==> src/rtl/bru_pkg.sv <==
// Shared types for the execute-stage branch resolution unit and its BTB update FIFO.
package bru_pkg;

    localparam int unsigned BRU_XLEN = 32;

    typedef enum logic [1:0] {
        BR_COND = 2'b00,
        BR_JAL  = 2'b01,
        BR_JALR = 2'b10,
        BR_RSVD = 2'b11
    } br_kind_e;

    localparam logic [2:0] F3_BEQ  = 3'b000;
    localparam logic [2:0] F3_BNE  = 3'b001;
    localparam logic [2:0] F3_BLT  = 3'b100;
    localparam logic [2:0] F3_BGE  = 3'b101;
    localparam logic [2:0] F3_BLTU = 3'b110;
    localparam logic [2:0] F3_BGEU = 3'b111;

    typedef enum logic {
        IDLE     = 1'b0,
        REDIRECT = 1'b1
    } bru_state_e;

    typedef struct packed {
        logic [BRU_XLEN-1:0] pc;
        logic [BRU_XLEN-1:0] target;
        logic                taken;
    } btb_upd_t;

endpackage

==> src/rtl/bru_upd_fifo.sv <==
// Synchronous FIFO of BTB update records; pointers wrap naturally since DEPTH is a power of two.
module bru_upd_fifo
    import bru_pkg::*;
#(
    parameter int unsigned DEPTH = 4
) (
    input  logic                       clk,
    input  logic                       rst,
    input  logic                       i_push,
    input  btb_upd_t                   i_data,
    input  logic                       i_pop,
    output btb_upd_t                   o_head,
    output logic                       o_full,
    output logic                       o_empty,
    output logic [$clog2(DEPTH):0]     o_count
);

    localparam int unsigned AW = $clog2(DEPTH);

    btb_upd_t        r_mem [DEPTH];
    logic [AW-1:0]   r_wr_ptr;
    logic [AW-1:0]   r_rd_ptr;
    logic [AW:0]     r_count;
    logic            w_push;
    logic            w_pop;

    assign o_full  = (r_count == (AW + 1)'(DEPTH));
    assign o_empty = (r_count == '0);
    assign o_count = r_count;
    assign o_head  = r_mem[r_rd_ptr];
    assign w_push  = i_push && !o_full;
    assign w_pop   = i_pop && !o_empty;

    always_ff @(posedge clk or posedge rst) begin
        if (rst) begin
            r_wr_ptr <= '0;
            r_rd_ptr <= '0;
            r_count  <= '0;
        end else begin
            if (w_push) r_wr_ptr <= r_wr_ptr + 1'b1;
            if (w_pop)  r_rd_ptr <= r_rd_ptr + 1'b1;
            case ({w_push, w_pop})
                2'b10:   r_count <= r_count + 1'b1;
                2'b01:   r_count <= r_count - 1'b1;
                default: r_count <= r_count;
            endcase
        end
    end

    always_ff @(posedge clk) begin
        if (w_push) r_mem[r_wr_ptr] <= i_data;
    end

endmodule

==> src/rtl/branch_resolve_unit.sv <==
// Execute-stage branch resolver: redirects the frontend on mispredict and streams BTB training
// writes. Optional BRU_STATS_EN adds branch/mispredict counters.
module branch_resolve_unit
    import bru_pkg::*;
#(
    parameter int unsigned UPD_DEPTH = 4,
    parameter int unsigned XLEN      = BRU_XLEN
) (
    input  logic            clk,
    input  logic            rst,
    input  logic            br_valid,
    output logic            br_ready,
    input  logic [1:0]      br_kind,
    input  logic [2:0]      br_funct3,
    input  logic [XLEN-1:0] br_pc,
    input  logic [XLEN-1:0] br_rs1,
    input  logic [XLEN-1:0] br_rs2,
    input  logic [XLEN-1:0] br_imm,
    input  logic            br_pred_taken,
    input  logic [XLEN-1:0] br_pred_target,
    output logic            link_valid,
    output logic [XLEN-1:0] link_data,
    output logic            redirect_valid,
    output logic [XLEN-1:0] redirect_pc,
    input  logic            redirect_ready,
    output logic            upd_en,
    output logic [XLEN-1:0] upd_pc,
    output logic [XLEN-1:0] upd_target,
    output logic            upd_taken,
    input  logic            upd_hold
`ifdef BRU_STATS_EN
    ,
    output logic [31:0]     stat_branches,
    output logic [31:0]     stat_mispred
`endif
);

    bru_state_e                 r_state;
    bru_state_e                 w_state_next;
    br_kind_e                   w_kind;
    logic                       w_cond_taken;
    logic                       w_f3_ok;
    logic                       w_taken;
    logic [XLEN-1:0]            w_jalr_sum;
    logic [XLEN-1:0]            w_target;
    logic [XLEN-1:0]            w_pc4;
    logic                       w_mispred;
    logic                       w_accept;
    logic                       w_resolve;
    logic                       w_push;
    logic                       w_link;
    logic                       w_redir_set;
    logic                       r_link_valid;
    logic [XLEN-1:0]            r_link_data;
    logic [XLEN-1:0]            r_redirect_pc;
    btb_upd_t                   w_push_data;
    btb_upd_t                   w_head;
    logic                       w_full;
    logic                       w_empty;
    logic [$clog2(UPD_DEPTH):0] w_count;

    assign w_kind = br_kind_e'(br_kind);

    always_comb begin
        w_cond_taken = 1'b0;
        w_f3_ok      = 1'b1;
        case (br_funct3)
            F3_BEQ:  w_cond_taken = (br_rs1 == br_rs2);
            F3_BNE:  w_cond_taken = (br_rs1 != br_rs2);
            F3_BLT:  w_cond_taken = ($signed(br_rs1) < $signed(br_rs2));
            F3_BGE:  w_cond_taken = ($signed(br_rs1) >= $signed(br_rs2));
            F3_BLTU: w_cond_taken = (br_rs1 < br_rs2);
            F3_BGEU: w_cond_taken = (br_rs1 >= br_rs2);
            default: w_f3_ok      = 1'b0;
        endcase
    end

    assign w_jalr_sum = br_rs1 + br_imm;
    assign w_target   = (w_kind == BR_JALR) ? {w_jalr_sum[XLEN-1:1], 1'b0} : br_pc + br_imm;
    assign w_pc4      = br_pc + XLEN'(4);
    assign w_taken    = (w_kind == BR_JAL) || (w_kind == BR_JALR) ||
                        ((w_kind == BR_COND) && w_cond_taken);
    assign w_mispred  = (w_taken != br_pred_taken) || (w_taken && (br_pred_target != w_target));

    // Ready looks only at the registered occupancy; a same-cycle pop does not free a slot.
    assign br_ready = !rst && !w_full;
    assign w_accept = br_valid && br_ready;

    always_ff @(posedge clk or posedge rst) begin
        if (rst) r_state <= IDLE;
        else     r_state <= w_state_next;
    end

    always_comb begin
        w_state_next = r_state;
        case (r_state)
            IDLE:     if (w_redir_set) w_state_next = REDIRECT;
            REDIRECT: if (redirect_ready) w_state_next = IDLE;
            default:  w_state_next = IDLE;
        endcase
    end

    // Anything accepted while a redirect is outstanding is wrong-path and gets dropped.
    always_comb begin
        w_resolve   = 1'b0;
        w_push      = 1'b0;
        w_link      = 1'b0;
        w_redir_set = 1'b0;
        if ((r_state == IDLE) && w_accept && (w_kind != BR_RSVD)) begin
            w_resolve   = 1'b1;
            w_push      = (w_kind != BR_COND) || w_f3_ok;
            w_link      = (w_kind == BR_JAL) || (w_kind == BR_JALR);
            w_redir_set = w_mispred;
        end
    end

    always_ff @(posedge clk or posedge rst) begin
        if (rst) begin
            r_link_valid  <= 1'b0;
            r_link_data   <= '0;
            r_redirect_pc <= '0;
        end else begin
            r_link_valid <= w_link;
            if (w_link)      r_link_data   <= w_pc4;
            if (w_redir_set) r_redirect_pc <= w_taken ? w_target : w_pc4;
        end
    end

    assign link_valid     = r_link_valid;
    assign link_data      = r_link_data;
    assign redirect_valid = (r_state == REDIRECT);
    assign redirect_pc    = r_redirect_pc;

    assign w_push_data = '{pc: br_pc, target: w_target, taken: w_taken};

    bru_upd_fifo #(
        .DEPTH (UPD_DEPTH)
    ) u_upd_fifo (
        .clk     (clk),
        .rst     (rst),
        .i_push  (w_push),
        .i_data  (w_push_data),
        .i_pop   (upd_en),
        .o_head  (w_head),
        .o_full  (w_full),
        .o_empty (w_empty),
        .o_count (w_count)
    );

    // Head fields are masked while empty so stale storage never shows on the port.
    assign upd_en     = (w_count != '0) && !upd_hold;
    assign upd_pc     = w_empty ? '0 : w_head.pc;
    assign upd_target = w_empty ? '0 : w_head.target;
    assign upd_taken  = !w_empty && w_head.taken;

`ifdef BRU_STATS_EN
    logic [31:0] r_stat_branches;
    logic [31:0] r_stat_mispred;

    always_ff @(posedge clk or posedge rst) begin
        if (rst) begin
            r_stat_branches <= '0;
            r_stat_mispred  <= '0;
        end else begin
            if (w_resolve)   r_stat_branches <= r_stat_branches + 32'd1;
            if (w_redir_set) r_stat_mispred  <= r_stat_mispred + 32'd1;
        end
    end

    assign stat_branches = r_stat_branches;
    assign stat_mispred  = r_stat_mispred;
`endif

endmodule

==> config.mk <==
export PLATFORM = sky130hd
export DESIGN_NAME = branch_resolve_unit
export DESIGN_NICKNAME = d
export VERILOG_FILES = /design/src/rtl/bru_pkg.sv /design/src/rtl/bru_upd_fifo.sv /design/src/rtl/branch_resolve_unit.sv
export SDC_FILE = /design/constraint.sdc
export NUM_CORES = 1
export LEC_CHECK = 0
export BUFFER_PORTS_ARGS = -buffer_cell sky130_fd_sc_hd__buf_2
export CAP_MARGIN = 5
export CORE_MARGIN = 10
export CORE_UTILIZATION = 54
export CTS_BUF_LIST = sky130_fd_sc_hd__clkbuf_8
export CTS_CLUSTER_DIAMETER = 30
export CTS_CLUSTER_SIZE = 10
export DETAILED_ROUTE_END_ITERATION = 10
export GPL_ROUTABILITY_DRIVEN = 1
export PLACE_DENSITY = 0.8
export SLEW_MARGIN = 20
export SYNTH_ARGS = -nofsm -noshare
export SYNTH_HDL_FRONTEND = slang
export SYNTH_SLANG_ARGS = --single-unit
==> constraint.sdc <==
create_clock -name clk -period 3.2 [get_ports clk]
set_input_delay 0.16 -clock clk [delete_from_list [all_inputs] [get_ports clk]]
set_output_delay 0.16 -clock clk [all_outputs]
set_load 0.02 [all_outputs]
==> qor.txt <==
number of fill cells in the layout - 2,518
CTS tree - built
net count of the mapped netlist - 1,938
pin count of the biggest net entering global routing - 66
Synth-to-Final Area Change - 30.8%
critical path data arrival time - 4.10 ns
synthesized netlist cell count - 1,662
die area - 44,100 um^2
most frequent cells in the layout - sky130_fd_sc_hd__buf_4 (356), sky130_fd_sc_hd__buf_2 (302), sky130_fd_sc_hd__edfxtp_1 (260)
wire length of the first global-routing pass - 94,600 um
clk sinks - 333
Worst IR Drop VDD - 0.888 mV
Final Hold Violating Endpoints - 0
compound-gate portion of the synthesized area - 0.116
buffers added on ports - 303
number of vias per cell after detailed routing - 5.79
CP required - 3.64 ns
longest individual stage delay on the worst path - 0.44 ns
delay-heaviest family, CP - compound AO/OA/AOI/OAI gates
routed wire length per instance - 22.3 um
H-tree level count - 2
post-placement cell count - 2,713
overall track demand over capacity in global routing - 0.274
mean post-synth cell area - 11.7 um^2
main combinational cell family by area after synthesis - simple AND/OR/NAND/NOR gates
clock transition at the registers of the reported paths - 0.06 ns
most common cell after layout, fill and taps aside - sky130_fd_sc_hd__buf_4
floorplan die width - 210 um
list of cells traversed by the critical path - buf_8 -> and2_4 -> fa_2 -> a21o_1 -> a221o_1 -> a221oi_4 -> o221ai_2 -> xnor2_2 -> xor2_1 -> a2111o_1 -> nor4_2 -> nand4_1 -> nor4_2 -> buf_4 -> a21oi_4 -> buf_12 -> mux2_4
Crit path buffers/inverters - 3
Placed Instance Area - 24,200 um^2
Seq/Total Area, Yosys - 0.494
fraction of synthesized area in multiplexers - 0.115
number of maximum-capacitance constraint violations - 0
post-route worst setup slack - -0.464 ns
area taken by flip-flops and latches - 9640 um^2
total CTS buffers - 44
effective utilization at floorplan - 0.548
clock network latency to the later pin of the worst-skew pair - 0.56 ns
final count of negative-setup-slack endpoints - 33
number of synthesized register bits - 333
final clock skew - 0.0205 ns
cell chosen for the clock root - sky130_fd_sc_hd__clkbuf_8
multi-input gate area in the final layout - 9410 um^2
global placement routability congestion - 0.946
RSZ-0062 raised after global routing - yes
DIE HEIGHT - 210 um
Nets - 2,590
commonest register cell after synthesis - sky130_fd_sc_hd__edfxtp_1
minimum period implied by the final worst setup slack - 3.66 ns
most common cell type on the critical path - sky130_fd_sc_hd__nor4_2
critical path's slowest cell - sky130_fd_sc_hd__a2111o_1
async set-reset flop share out of synthesis - 0.219
remaining design rule violation count - 0
number of primary I/O pins - 304
row cnt - 69
vias in the first global route - 16,655
share of cells above drive strength 1 - 0.379
xor and xnor area share after synthesis - 0.0480
leakage power summed over all cells - 10.9 nW
Adder-Cell Fraction of Synth Area - 0.0686
number of nets with antenna violations after routing - 0
final cell area excluding filler cells - 25,500 um^2
number of warnings issued by yosys - 0
critical path launch point type - input port
classification of the worst-slack hold path - input port to register
Unique masters post-synth - 82
PwrDens - 673 nW/um^2
remaining max-slew budget at the tightest pin - 0.378
crit share post-route - 1.15
worst setup path category - input port to register
largest fanout on the critical path - 23
number of antenna violations at the first check in global routing - 3
Clock Path Buffers - 3
Detailed Routing Iterations Pass 1 - 5
via count - 16,285
pins over their slew limit - 0
Total Routed Length - 62,700 um
number of DRC markers in iteration 0 - 1,294
HPWL reported at the end of detailed placement - 49,100 um
EDFF count, synth - 260
simple-gate area share of the yosys netlist - 0.128
result of the run - finished with violations
highest attainable clock frequency - 0.273 GHz
slew at the pin closest to its max-slew limit - 0.910 ns
Critical Path End Type - register
failing checks - setup timing
area of the mapped netlist - 19,500 um^2
global-route congestion overflow total - 0
core box area - 35,600 um^2
power consumption - 0.0171 W
non-filler instance count after layout - 2,815
## stage by stage
step | TNS, ns | hold WS [ns] | util | setup slack, ns
5_1_grt | -19.35 | 0.0206 | 0.716 | -0.623
4_1_cts | -15.07 | 0.00103 | 0.714 | -0.485
3_5_place_dp | -44.55 | 0.332 | 0.681 | -1.34
3_3_place_gp | -35.76 | 0.316 | 0.681 | -1.07
2_1_floorplan | -16.48 | 0.259 | - | -0.521
6_report | -14.03 | 0.0178 | 0.716 | -0.464
## where the power goes
group          leakage (nW)  internal (W)  switching, W  total, W
Sequential             3.23       0.00545      0.000531   0.00598
Clock                 0.550       0.00187       0.00158   0.00344
Combinational          7.09       0.00335       0.00436   0.00771
Total                  10.9        0.0107       0.00647    0.0171
## synth_stat cells, types with 11 or more instances
| cell type | count | area, um^2 |
|---|---|---|
| sky130_fd_sc_hd__nand3_1 | 35 | 175 |
| sky130_fd_sc_hd__nor4_1 | 13 | 81.3 |
| sky130_fd_sc_hd__nor3_1 | 33 | 165 |
| sky130_fd_sc_hd__o21ai_0 | 89 | 445 |
| sky130_fd_sc_hd__a21oi_1 | 119 | 596 |
| sky130_fd_sc_hd__mux2_4 | 29 | 435 |
| sky130_fd_sc_hd__ha_1 | 102 | 1280 |
| sky130_fd_sc_hd__edfxtp_1 | 260 | 7810 |
| sky130_fd_sc_hd__or3_1 | 11 | 68.8 |
| sky130_fd_sc_hd__clkbuf_1 | 64 | 240 |
| sky130_fd_sc_hd__xnor2_1 | 55 | 482 |
| sky130_fd_sc_hd__dfrtp_1 | 73 | 1830 |
| sky130_fd_sc_hd__nand2_1 | 137 | 514 |
| sky130_fd_sc_hd__nand4_1 | 31 | 194 |
| sky130_fd_sc_hd__and3_1 | 16 | 100 |
| sky130_fd_sc_hd__nor2b_1 | 75 | 469 |
| sky130_fd_sc_hd__a21o_1 | 22 | 165 |
| sky130_fd_sc_hd__nor2_1 | 89 | 334 |
| sky130_fd_sc_hd__mux2_2 | 14 | 158 |
| sky130_fd_sc_hd__inv_1 | 68 | 255 |
| sky130_fd_sc_hd__mux4_2 | 65 | 1460 |
| sky130_fd_sc_hd__xor2_1 | 44 | 385 |
| sky130_fd_sc_hd__mux2i_1 | 18 | 180 |
| sky130_fd_sc_hd__o211ai_1 | 13 | 97.6 |
## cell families after synthesis
kind of cell | Yosys count
flip-flops | 333
multiplexers | 126
buffers and inverters | 150
XOR/XNOR | 102
AND/OR/NAND/NOR | 493
adder cells (fa/ha/maj) | 105
AO/OA/AOI/OAI | 353
## flip-flops by register name, summed over array words and instances, names as in the netlist
signal and flops:
redirect_valid 1, u_upd_fifo.r_mem 260, link_data 32, u_upd_fifo.r_rd_ptr 2, u_upd_fifo.o_count 3, u_upd_fifo.r_wr_ptr 2, link_valid 1, redirect_pc 32
## worst register-to-register path, cell delays in order, from the launching register on
cell and delay (ns):
sky130_fd_sc_hd__dfrtp_1 0.42, sky130_fd_sc_hd__inv_1 0.10, sky130_fd_sc_hd__a31oi_1 0.22, sky130_fd_sc_hd__buf_4 0.18, sky130_fd_sc_hd__and3_1 0.27, sky130_fd_sc_hd__o31a_1 0.46
sky130_fd_sc_hd__inv_1 0.17, sky130_fd_sc_hd__ha_1 0.25, sky130_fd_sc_hd__inv_1 0.08, sky130_fd_sc_hd__fa_1 0.41, sky130_fd_sc_hd__o21ai_0 0.22
## metal layers
| metal | vias up | track usage | routed length [um] |
|---|---|---|---|
| met5 | - | 0 | 0 |
| met3 | 91 | 0.0627 | 6040 |
| met4 | 0 | 0.0861 | 1620 |
| met2 | 732 | 0.445 | 29700 |
| met1 | 7889 | 0.360 | 25300 |
| li1 | 7573 | - | - |
## what timing repair did
action | in CTS | in global routing
gates resized for setup | 12 | 12
pin swaps | 7 | 10
setup endpoints to repair | 33 | 33
hold endpoints to repair | 80 | 0
buffers inserted | 1 | 0
hold buffers | 15 | 0
## area by class of cell
class                      count  share of cell area
clock inverter                34              0.0124
tap                          461              0.0226
multi-input combinational   1179               0.369
clock buffer                  47              0.0254
antenna                        5            0.000491
sequential                   333               0.378
timing repair buffer         688               0.181
inverter                      68              0.0100
## final timing paths
check | slack [ns] | cells past startpoint | end | from
worst max-delay path | -0.46 | 17 | redirect_pc[3] | br_imm[0]
worst min-delay path | 0.02 | 2 | u_upd_fifo.r_mem[2][37] | br_pc[4]
worst max register to register | 0.32 | 10 | u_upd_fifo.o_count[1] | u_upd_fifo.o_count[0]
worst min register to register | 0.47 | 2 | link_data[1] | link_data[1]
max in group asynchronous | 2.17 | 4 | redirect_pc[2] | rst
min in group asynchronous | 0.30 | 3 | u_upd_fifo.r_wr_ptr[0] | rst
Note: power is estimated with default switching activity, not from simulation.
